File: config.mk
export PLATFORM = sky130hd
export DESIGN_NAME = xor_add_pipe
export DESIGN_NICKNAME = d
export VERILOG_FILES = /design/src/rtl/xor_add_pipe.sv
export SDC_FILE = /design/constraint.sdc
export NUM_CORES = 1
export LEC_CHECK = 0
export ABC_AREA = 1
export BUFFER_PORTS_ARGS = -buffer_cell sky130_fd_sc_hd__buf_2
export CORE_MARGIN = 3
export CORE_UTILIZATION = 60
export CTS_BUF_LIST = sky130_fd_sc_hd__clkbuf_4 sky130_fd_sc_hd__clkbuf_8 sky130_fd_sc_hd__clkbuf_16
export CTS_CLUSTER_DIAMETER = 60
export DETAILED_ROUTE_END_ITERATION = 7
export GPL_ROUTABILITY_DRIVEN = 0
export PLACE_DENSITY_LB_ADDON = 0.12
export SYNTH_ARGS = -nofsm -noshare
export SYNTH_HDL_FRONTEND = slang
export SYNTH_SLANG_ARGS = --single-unit
export TNS_END_PERCENT = 10
File: constraint.sdc
create_clock -name clk -period 5 [get_ports clk]
set_clock_uncertainty 0.15 [all_clocks]
set_input_delay 0.75 -clock clk [delete_from_list [all_inputs] [get_ports clk]]
set_output_delay 0.75 -clock clk [all_outputs]
set_load 0.05 [all_outputs]
File: src/rtl/xor_add_pipe.sv
// Capture / constant-offset adder / delay-line pipeline whose three registered terms are
// combined under a selectable mode. Valid-qualified advance, fill tracking, synchronous clear.
module xor_add_pipe #(
  parameter int unsigned WIDTH     = 8,
  parameter int unsigned DEPTH     = 2,
  parameter int unsigned OFFSET    = 17,
  parameter int unsigned CLEAR_VAL = 3
) (
  input  logic             clk,
  input  logic             clear_n,
  input  logic             in_valid,
  input  logic [WIDTH-1:0] cct_input,
  input  logic [1:0]       mode,
  output logic [WIDTH-1:0] cct_output,
  output logic             out_valid
);

  localparam int unsigned      FillW   = $clog2(DEPTH + 1);
  localparam logic [FillW-1:0] FillMax = FillW'(DEPTH);
  localparam logic [WIDTH-1:0] OffW    = WIDTH'(OFFSET);
  localparam logic [WIDTH-1:0] ClearW  = WIDTH'(CLEAR_VAL);

  logic [WIDTH-1:0] cap_q, cap_d;
  logic [WIDTH-1:0] sum_q, sum_d;
  logic [WIDTH-1:0] dly_q [DEPTH];
  logic [WIDTH-1:0] dly_d [DEPTH];
  logic [FillW-1:0] fill_q, fill_d;
  logic             out_valid_q, out_valid_d;
  logic [WIDTH-1:0] tap;

  // Advance values; the clock block only applies them when in_valid is set.
  always_comb begin
    cap_d = cct_input;
    sum_d = cct_input + OffW;
    dly_d[0] = cct_input;
    for (int unsigned k = 1; k < DEPTH; k++) begin
      dly_d[k] = dly_q[k-1];
    end
    fill_d      = (fill_q == FillMax) ? FillMax : fill_q + 1'b1;
    // fill+1 >= DEPTH is the same as the saturated count reaching DEPTH
    out_valid_d = (fill_d == FillMax);
  end

  always_ff @(posedge clk) begin
    if (!clear_n) begin
      cap_q       <= ClearW;
      sum_q       <= '0;
      fill_q      <= '0;
      out_valid_q <= 1'b0;
      for (int unsigned k = 0; k < DEPTH; k++) begin
        dly_q[k] <= (k == 0) ? ClearW : '0;
      end
    end else if (in_valid) begin
      cap_q       <= cap_d;
      sum_q       <= sum_d;
      fill_q      <= fill_d;
      out_valid_q <= out_valid_d;
      for (int unsigned k = 0; k < DEPTH; k++) begin
        dly_q[k] <= dly_d[k];
      end
    end
  end

  assign tap       = dly_q[DEPTH-1];
  assign out_valid = out_valid_q;

  always_comb begin
    cct_output = '0;
    unique case (mode)
      2'd0: cct_output = tap ^ cap_q ^ sum_q;
      2'd1: cct_output = tap + cap_q + sum_q;
      2'd2: cct_output = cap_q ^ sum_q;
      2'd3: cct_output = tap;
      default: cct_output = '0;
    endcase
  end

endmodule

==> results of run 1 <==
==> worst reg2reg max path: stages, from the launching register on <==
cell                      delay [ns]
sky130_fd_sc_hd__dfxtp_1        0.35
sky130_fd_sc_hd__inv_1          0.06
sky130_fd_sc_hd__ha_1           0.27
sky130_fd_sc_hd__nand2_1        0.06
sky130_fd_sc_hd__o21ai_0        0.07
==> cells in the final DEF, fill, tap and decap left out, drive strengths merged <==
cell / count
clkinv: 2
or2: 1
o21ai: 11
nor3: 2
a22o: 2
o21a: 1
ha: 8
buf: 21
fa: 8
xor2: 6
nand3b: 1
clkbuf: 6
nand3: 19
dfxtp: 18
nand4: 2
o22ai: 1
xnor2: 5
o211ai: 3
inv: 43
nor2: 33
nand2: 85
a21oi: 7
edfxtp: 16
o21bai: 2
==> power groups by stage <==
| stage | logic, W | registers, W | clock network, W |
|---|---|---|---|
| 2_1_floorplan | 0.000157 | 0.000333 | 0 |
| 3_3_place_gp | 0.000196 | 0.000334 | 0 |
| 3_5_place_dp | 0.000201 | 0.000336 | 0 |
| 4_1_cts | 0.000202 | 0.000329 | 0.000149 |
| 5_1_grt | 0.000229 | 0.000332 | 0.000161 |
| 6_report | 0.000201 | 0.000329 | 0.000144 |
==> registers in the layout, summed over array words and instances, names as in the netlist <==
| signal | flops |
|---|---|
| fill_q | 2 |
| sum_q | 8 |
| cap_q | 8 |
| dly_q | 16 |
==> logic make-up (layout without fill, tap and decap cells) <==
family / Yosys count / in the layout
AOI/OAI and AO/OA: 27 / 27
xor gates and xnor gates: 11 / 11
adders and majority gates: 16 / 16
buffers and inverters: 47 / 72
DFF: 34 / 34
and+or+nand+nor: 143 / 143
==> layout make-up <==
| cell class | count | area, sq um | share of cell area, % |
|---|---|---|---|
| inverter | 43 | 164 | 7.01 |
| tap | 46 | 57.6 | 2.46 |
| sequential | 34 | 841 | 36.0 |
| timing repair buffer | 21 | 105 | 4.49 |
| clock buffer | 6 | 45.0 | 1.93 |
| clock inverter | 2 | 8.76 | 0.375 |
| multi-input combinational | 197 | 1120 | 47.8 |
==> cell usage after synthesis, types with 2 or more instances <==
library cell / count
sky130_fd_sc_hd__edfxtp_1: 16
sky130_fd_sc_hd__xor2_1: 6
sky130_fd_sc_hd__a22o_1: 2
sky130_fd_sc_hd__nand2_2: 4
sky130_fd_sc_hd__o21bai_1: 2
sky130_fd_sc_hd__nand2_1: 81
sky130_fd_sc_hd__nor2_1: 32
sky130_fd_sc_hd__xnor2_1: 5
sky130_fd_sc_hd__nand3_1: 19
sky130_fd_sc_hd__nor3_1: 2
sky130_fd_sc_hd__fa_1: 8
sky130_fd_sc_hd__ha_1: 8
sky130_fd_sc_hd__nand4_1: 2
sky130_fd_sc_hd__o211ai_2: 2
sky130_fd_sc_hd__buf_2: 3
sky130_fd_sc_hd__o21ai_0: 11
sky130_fd_sc_hd__dfxtp_1: 18
sky130_fd_sc_hd__inv_1: 42
sky130_fd_sc_hd__a21oi_1: 7
==> stage by stage <==
stage                     instance area (sq um)  total power [W]  worst slack (ns)
after floorplan                            2150         0.000490              1.88
after global placement                     2280         0.000531              1.83
after detailed placement                   2280         0.000536              1.78
after CTS                                  2340         0.000680              1.41
after global routing                       2340         0.000721              1.25
final                                      2340         0.000673              1.43
==> path summary, 6_finish.rpt <==
| path | from | endpoint |
|---|---|---|
| setup / recovery | dly_q[0][9]$_SDFFCE_PN0P_ | cct_output[7] |
| hold / removal | fill_q[0]$_SDFFE_PN0P_ | fill_q[0]$_SDFFE_PN0P_ |
| setup reg to reg | fill_q[1]$_SDFFE_PN0P_ | fill_q[1]$_SDFFE_PN0P_ |
| hold reg to reg | fill_q[0]$_SDFFE_PN0P_ | fill_q[0]$_SDFFE_PN0P_ |
==> per-layer routing <==
metal / GRT usage, % / part of all wire [%] / vias to the layer above
met4: 6.99 / 1.1 / 0
li1: - / - / 920
met3: 2.55 / 3.5 / 4
met5: 0 / 0 / -
met2: 37.4 / 48 / 25
met1: 29.1 / 47 / 809
==> flow_summary_export.csv, run 1 <==
group,metric,value,unit
global_routing,grt.overflow.total,0,
setup_path,critical_path.top_delay_family,"adder cells",
routing,dr_total_vias,1758,
setup_path,worst_ep_required_time,4.10,ns
sta,setup-violations-final,0,
clock_tree,cts-hold-fix-buffers,0,
die,core_region_area,3390,sq um
die,dieArea,4330,sq um
final_layout,share_of_final_layout_standard_cells_stronger_than_drive_strength_1,12.2,%
synthesis,post_synthesis_xor_xnor_area_fraction,4.48,%
global_routing,first_global_vias,1716,
synthesis,syn-mean-instance-area,7.73,sq um
synthesis,post_synth_fa_ha_maj_area_fraction,12.1,%
synthesis,synth_area_leader_cell,"sky130_fd_sc_hd__edfxtp_1",
setup_path,slowest_stage,"sky130_fd_sc_hd__fa_1",
power_and_ir_drop,internal_power,0.000436,W
synthesis,synth-compound-area-share,7.86,%
synthesis,mappedNetlistNets,307,
sta,fin_tns_setup,0,ns
sta,grt_setup_unrepaired,"no",
routing,detail_route.drc_violations,0,
sta,hold_ws,0.345,ns
die,floorplan.initialDensity,63.4,%
synthesis,ys.warnings.count,0,
synthesis,synth_cell_types,27,
setup_path,path_depth,10,
setup_path,setup.reg_to_reg.worst_slack,3.90,ns
clock_tree,cts_repair_resize_count,0,
sta,slew-limit-headroom,37.8,%
synthesis,synth-seq-area-share,39.1,%
die,die_height,65.8,um
sta,max_clock_freq,0.280,GHz
clock_tree,tritoncts_num_sinks,34,
routing,drt_iter0_drc,119,
setup_path,cpPeakStageDelay,0.52,ns
sta,timing.final.crit_period,3.57,ns
power_and_ir_drop,p_leak,1.17,nW
setup_path,worst-path-max-fanout,4,
setup_path,reg2regPathDepth,4,
power_and_ir_drop,vdd_ir_drop_max,235,uV
routing,drtAntennaViolNets,0,
clock_tree,clockRootBuffer,"sky130_fd_sc_hd__clkbuf_4",
setup_path,cp_data_arrival_time,2.67,ns
routing,drt-pass1-iter-count,4,
synthesis,post_synth_and_or_nand_nor_area_fraction,27.5,%
routing,detail_route.vias_per_cell,5.04,
clock_tree,clockBufferDepth,2,
worst_hold_path,worst_hold_path_type,"reg -> reg",
clock_tree,clkSlewWorstSetupHoldPaths,0.10,ns
clock_tree,cts_max_level,2,
job,max_cap_violations,0,
clock_tree,tritoncts.num_buffers,5,
synthesis,synthArstFlopShare,0,%
setup_path,crit_type,"reg -> out",
power_and_ir_drop,power.net_switching,0.000237,W
final_layout,fill_cells,307,
run_status,status,"finished, final reports clean",
synthesis,post_synthesis_cell_area,2150,sq um
sta,final-max-slew-violation-count,0,
die,num_io_pins,22,
synthesis,main_combinational_cell_family_by_area_after_synthesis,"simple AND/OR/NAND/NOR gates",
setup_path,setup.worst_path.end_class,"primary output",
final_layout,antennaDiodeCount,0,
global_routing,antenna_found_initial,0,
routing,route.final.wire_length,4090,um
placement,placed_cells,341,
sta,timing_hold_violations_final,0,
power_and_ir_drop,power.share.clock,21.4,%
synthesis,yosys_register_bits,34,
global_routing,first_pass_grt_wire_length,7360,um
sta,min_period_over_period,71.3,%
die,die-width,65.8,um
clock_tree,clock_latency_reported_for_the_late_side_of_the_worst_skew_pair,0.32,ns
setup_path,critPathBufInv,2,
placement,dp.final_hpwl,3130,um
setup_path,startpoint_type,"flop",
routing,post_drt_wl_per_cell,11.7,um
clock_tree,tritoncts,"yes",
worst_hold_path,holdPathStages,2,
clock_tree,post_cts.repair.setup_buffers,0,
synthesis,synth_area_leaders,"sky130_fd_sc_hd__edfxtp_1, sky130_fd_sc_hd__dfxtp_1, sky130_fd_sc_hd__nand2_1, sky130_fd_sc_hd__fa_1, sky130_fd_sc_hd__inv_1",
power_and_ir_drop,fraction_of_power_spent_switching_nets,35.2,%
synthesis,syn_inst,278,
power_and_ir_drop,comb_power_share,29.8,%
final_layout,syn2layout_area_growth,8.85,%
placement,buffer_ports.inserted,21,
global_routing,grt_usage,22.0,%
synthesis,synth_enable_flop_cells,16,
power_and_ir_drop,p_per_area,288,nW/um^2
global_routing,pin_count_of_the_biggest_net_entering_global_routing,25,
setup_path,cp_cell_sequence,"fa_1, ha_1, inv_1, fa_1, nor3_1, nor2_1, nand2_1, nand3_1, nand2_1, buf_2",
final_layout,stdcell_count,349,
synthesis,ys.flop_type,"sky130_fd_sc_hd__dfxtp_1",
synthesis,yosys-mux-area-fraction,0,%
die,placementRows,21,
power_and_ir_drop,seq_power_share,48.8,%
final_layout,finalCoreUtilization,69.0,%
synthesis,synth_largest_type_area_fraction,22.4,%
sta,worst_max_slew_pin_slew,0.930,ns
final_layout,final_nets,331,
(Power assumes the default switching activity.)
==> inputs of run 2 (changes only) <==
--- a/config.mk
+++ b/config.mk
@@ -8,7 +8,7 @@
 export ABC_AREA = 1
 export BUFFER_PORTS_ARGS = -buffer_cell sky130_fd_sc_hd__buf_2
 export CORE_MARGIN = 3
-export CORE_UTILIZATION = 60
+export CORE_UTILIZATION = 58
 export CTS_BUF_LIST = sky130_fd_sc_hd__clkbuf_4 sky130_fd_sc_hd__clkbuf_8 sky130_fd_sc_hd__clkbuf_16
 export CTS_CLUSTER_DIAMETER = 60
 export DETAILED_ROUTE_END_ITERATION = 7
==> constraint.sdc (replaced) <==
create_clock -name clk -period 3.5 [get_ports clk]
set_clock_uncertainty 0.15 [all_clocks]
set_input_delay 0.525 -clock clk [delete_from_list [all_inputs] [get_ports clk]]
set_output_delay 0.525 -clock clk [all_outputs]
set_load 0.05 [all_outputs]
==> flow_summary_export.csv, run 2 (synthesis results as in run 1) <==
group,metric,value,unit
setup_path,setup.worst_path.end_class,"primary output",
final_layout,final_nets,332,
setup_path,cp_data_arrival_time,2.65,ns
final_layout,stdcell_count,350,
placement,buffer_ports.inserted,21,
sta,slew-limit-headroom,50.7,%
final_layout,largest_registers,"dly_q (16), cap_q (8), sum_q (8)",
die,num_io_pins,22,
global_routing,pin_count_of_the_biggest_net_entering_global_routing,25,
placement,dp.final_hpwl,2990,um
routing,post_drt_wl_per_cell,11.3,um
clock_tree,cts_max_level,2,
clock_tree,tritoncts.num_buffers,5,
power_and_ir_drop,p_per_area,442,nW/um^2
global_routing,first_global_vias,1527,
final_layout,fill_cells,320,
setup_path,regToRegStartpoint,"fill_q[1]$_SDFFE_PN0P_",
die,core_region_area,3440,sq um
clock_tree,tritoncts_num_sinks,34,
run_status,status,"finished, final reports clean",
die,dieArea,4470,sq um
clock_tree,clkSlewWorstSetupHoldPaths,0.07,ns
setup_path,crit_type,"reg -> out",
final_layout,top_register,"dly_q",
sta,worst_max_slew_pin_slew,0.739,ns
global_routing,grt.overflow.total,0,
routing,detail_route.drc_violations,0,
setup_path,worst_r2r_endpoint,"fill_q[1]$_SDFFE_PN0P_",
die,floorplan.initialDensity,62.4,%
setup_path,startpoint_type,"flop",
sta,hold_ws,0.348,ns
routing,dr_total_vias,1745,
sta,timing_hold_violations_final,0,
die,die-width,66.9,um
power_and_ir_drop,fin_total_pwr,0.00106,W
placement,placed_cells,342,
final_layout,syn2layout_area_growth,11.5,%
worst_hold_path,worst_hold_path_type,"reg -> reg",
clock_tree,clock_latency_reported_for_the_late_side_of_the_worst_skew_pair,0.28,ns
worst_hold_path,min-delay-start,"fill_q[0]$_SDFFE_PN0P_",
setup_path,setup.reg_to_reg.worst_slack,2.44,ns
clock_tree,clockRootBuffer,"sky130_fd_sc_hd__clkbuf_8",
sta,max_clock_freq,0.301,GHz
clock_tree,tritoncts,"yes",
sta,min_period_over_period,94.9,%
job,max_cap_violations,0,
worst_hold_path,end_point_of_the_most_critical_hold_path,"fill_q[0]$_SDFFE_PN0P_",
routing,detail_route.vias_per_cell,4.99,
worst_hold_path,holdPathStages,2,
global_routing,antenna_found_initial,0,
clock_tree,clockBufferDepth,2,
die,die_height,66.9,um
final_layout,largest_reg_flops,16,
sta,timing.final.crit_period,3.32,ns
final_layout,share_of_final_layout_standard_cells_stronger_than_drive_strength_1,13.2,%
routing,drt_iter0_drc,97,
global_routing,grt_usage,20.2,%
global_routing,first_pass_grt_wire_length,6720,um
routing,route.final.wire_length,3960,um
sta,final-max-slew-violation-count,0,
setup_path,worst_ep_required_time,2.82,ns
routing,drtAntennaViolNets,0,
setup_path,reg2regPathDepth,4,
setup_path,worst-path-max-fanout,4,
final_layout,antennaDiodeCount,0,
final_layout,final_cell_mix,"sky130_fd_sc_hd__nand2_1, sky130_fd_sc_hd__inv_1, sky130_fd_sc_hd__nor2_1",
routing,drt-pass1-iter-count,4,
die,placementRows,21,
final_layout,mostFrequentLayoutCell,"sky130_fd_sc_hd__nand2_1",
power_and_ir_drop,p_leak,1.19,nW
power_and_ir_drop,vdd_ir_drop_max,376,uV
sta,setup-violations-final,0,
==> run 2: area by class of cell <==
cell class	count	area [sq um]	area share, %
clock buffers	7	90.1	3.76
repair buffers	22	115	4.81
well taps	46	57.6	2.40
inverters	43	164	6.84
flip-flops and latches	34	841	35.1
clock inverters	1	5.00	0.209
multi-input cells	197	1120	46.9
==> run 2: how the worst max path moves through the flow <==
stage,from,to
floorplan,dly_q[0][9]$_SDFFCE_PN0P_,cct_output[7]
global placement,dly_q[0][9]$_SDFFCE_PN0P_,cct_output[7]
detailed placement,dly_q[0][9]$_SDFFCE_PN0P_,cct_output[7]
CTS,dly_q[0][9]$_SDFFCE_PN0P_,cct_output[7]
global route,dly_q[0][9]$_SDFFCE_PN0P_,cct_output[5]
finish,dly_q[0][9]$_SDFFCE_PN0P_,cct_output[5]
==> run 2: worst max-delay path, stage by stage (launching register included) <==
cell and delay (ns):
sky130_fd_sc_hd__edfxtp_1 0.44, sky130_fd_sc_hd__fa_1 0.51, sky130_fd_sc_hd__ha_1 0.18, sky130_fd_sc_hd__inv_1 0.06, sky130_fd_sc_hd__fa_1 0.44, sky130_fd_sc_hd__nor2_1 0.18, sky130_fd_sc_hd__nor3_1 0.06, sky130_fd_sc_hd__nand3b_1 0.17
sky130_fd_sc_hd__nand3_1 0.08, sky130_fd_sc_hd__buf_2 0.26
==> run 2: stage by stage <==
| stage | setup TNS (ns) | setup WS [ns] | cell area, sq um | util [%] |
|---|---|---|---|---|
| finish | 0 | 0.177 | 2390 | 69.6 |
| CTS | 0 | 0.209 | 2390 | 69.4 |
| global placement | 0 | 0.553 | 2290 | 66.6 |
| floorplan | 0 | 0.604 | 2150 | - |
| detailed placement | 0 | 0.511 | 2290 | 66.6 |
| global route | -0.000145 | -0.000145 | 2390 | 69.6 |
==> run 2: power breakdown <==
| group | total (W) | leakage [nW] | internal [W] | switching [W] |
|---|---|---|---|---|
| registers | 0.000469 | 0.321 | 0.000446 | 0.0000237 |
| clock network | 0.000299 | 0.0517 | 0.000166 | 0.000133 |
| logic | 0.000289 | 0.820 | 0.0000963 | 0.000193 |
==> run 2: what timing repair did <==
action,CTS,global route
hold endpoints to repair,0,0
hold buffers,0,0
resized for setup,0,2
endpoints found under the setup margin,0,1
setup buffers,0,0
==> run 2: layer usage <==
metal	vias to the layer above	GRT usage [%]	wire length (um)	part of all wire [%]
li1	929	-	-	-
met1	761	27.0	1890	48
met2	53	31.8	1750	44
met3	2	4.38	285	7.2
met4	0	7.85	27	0.68
met5	-	0	0	0
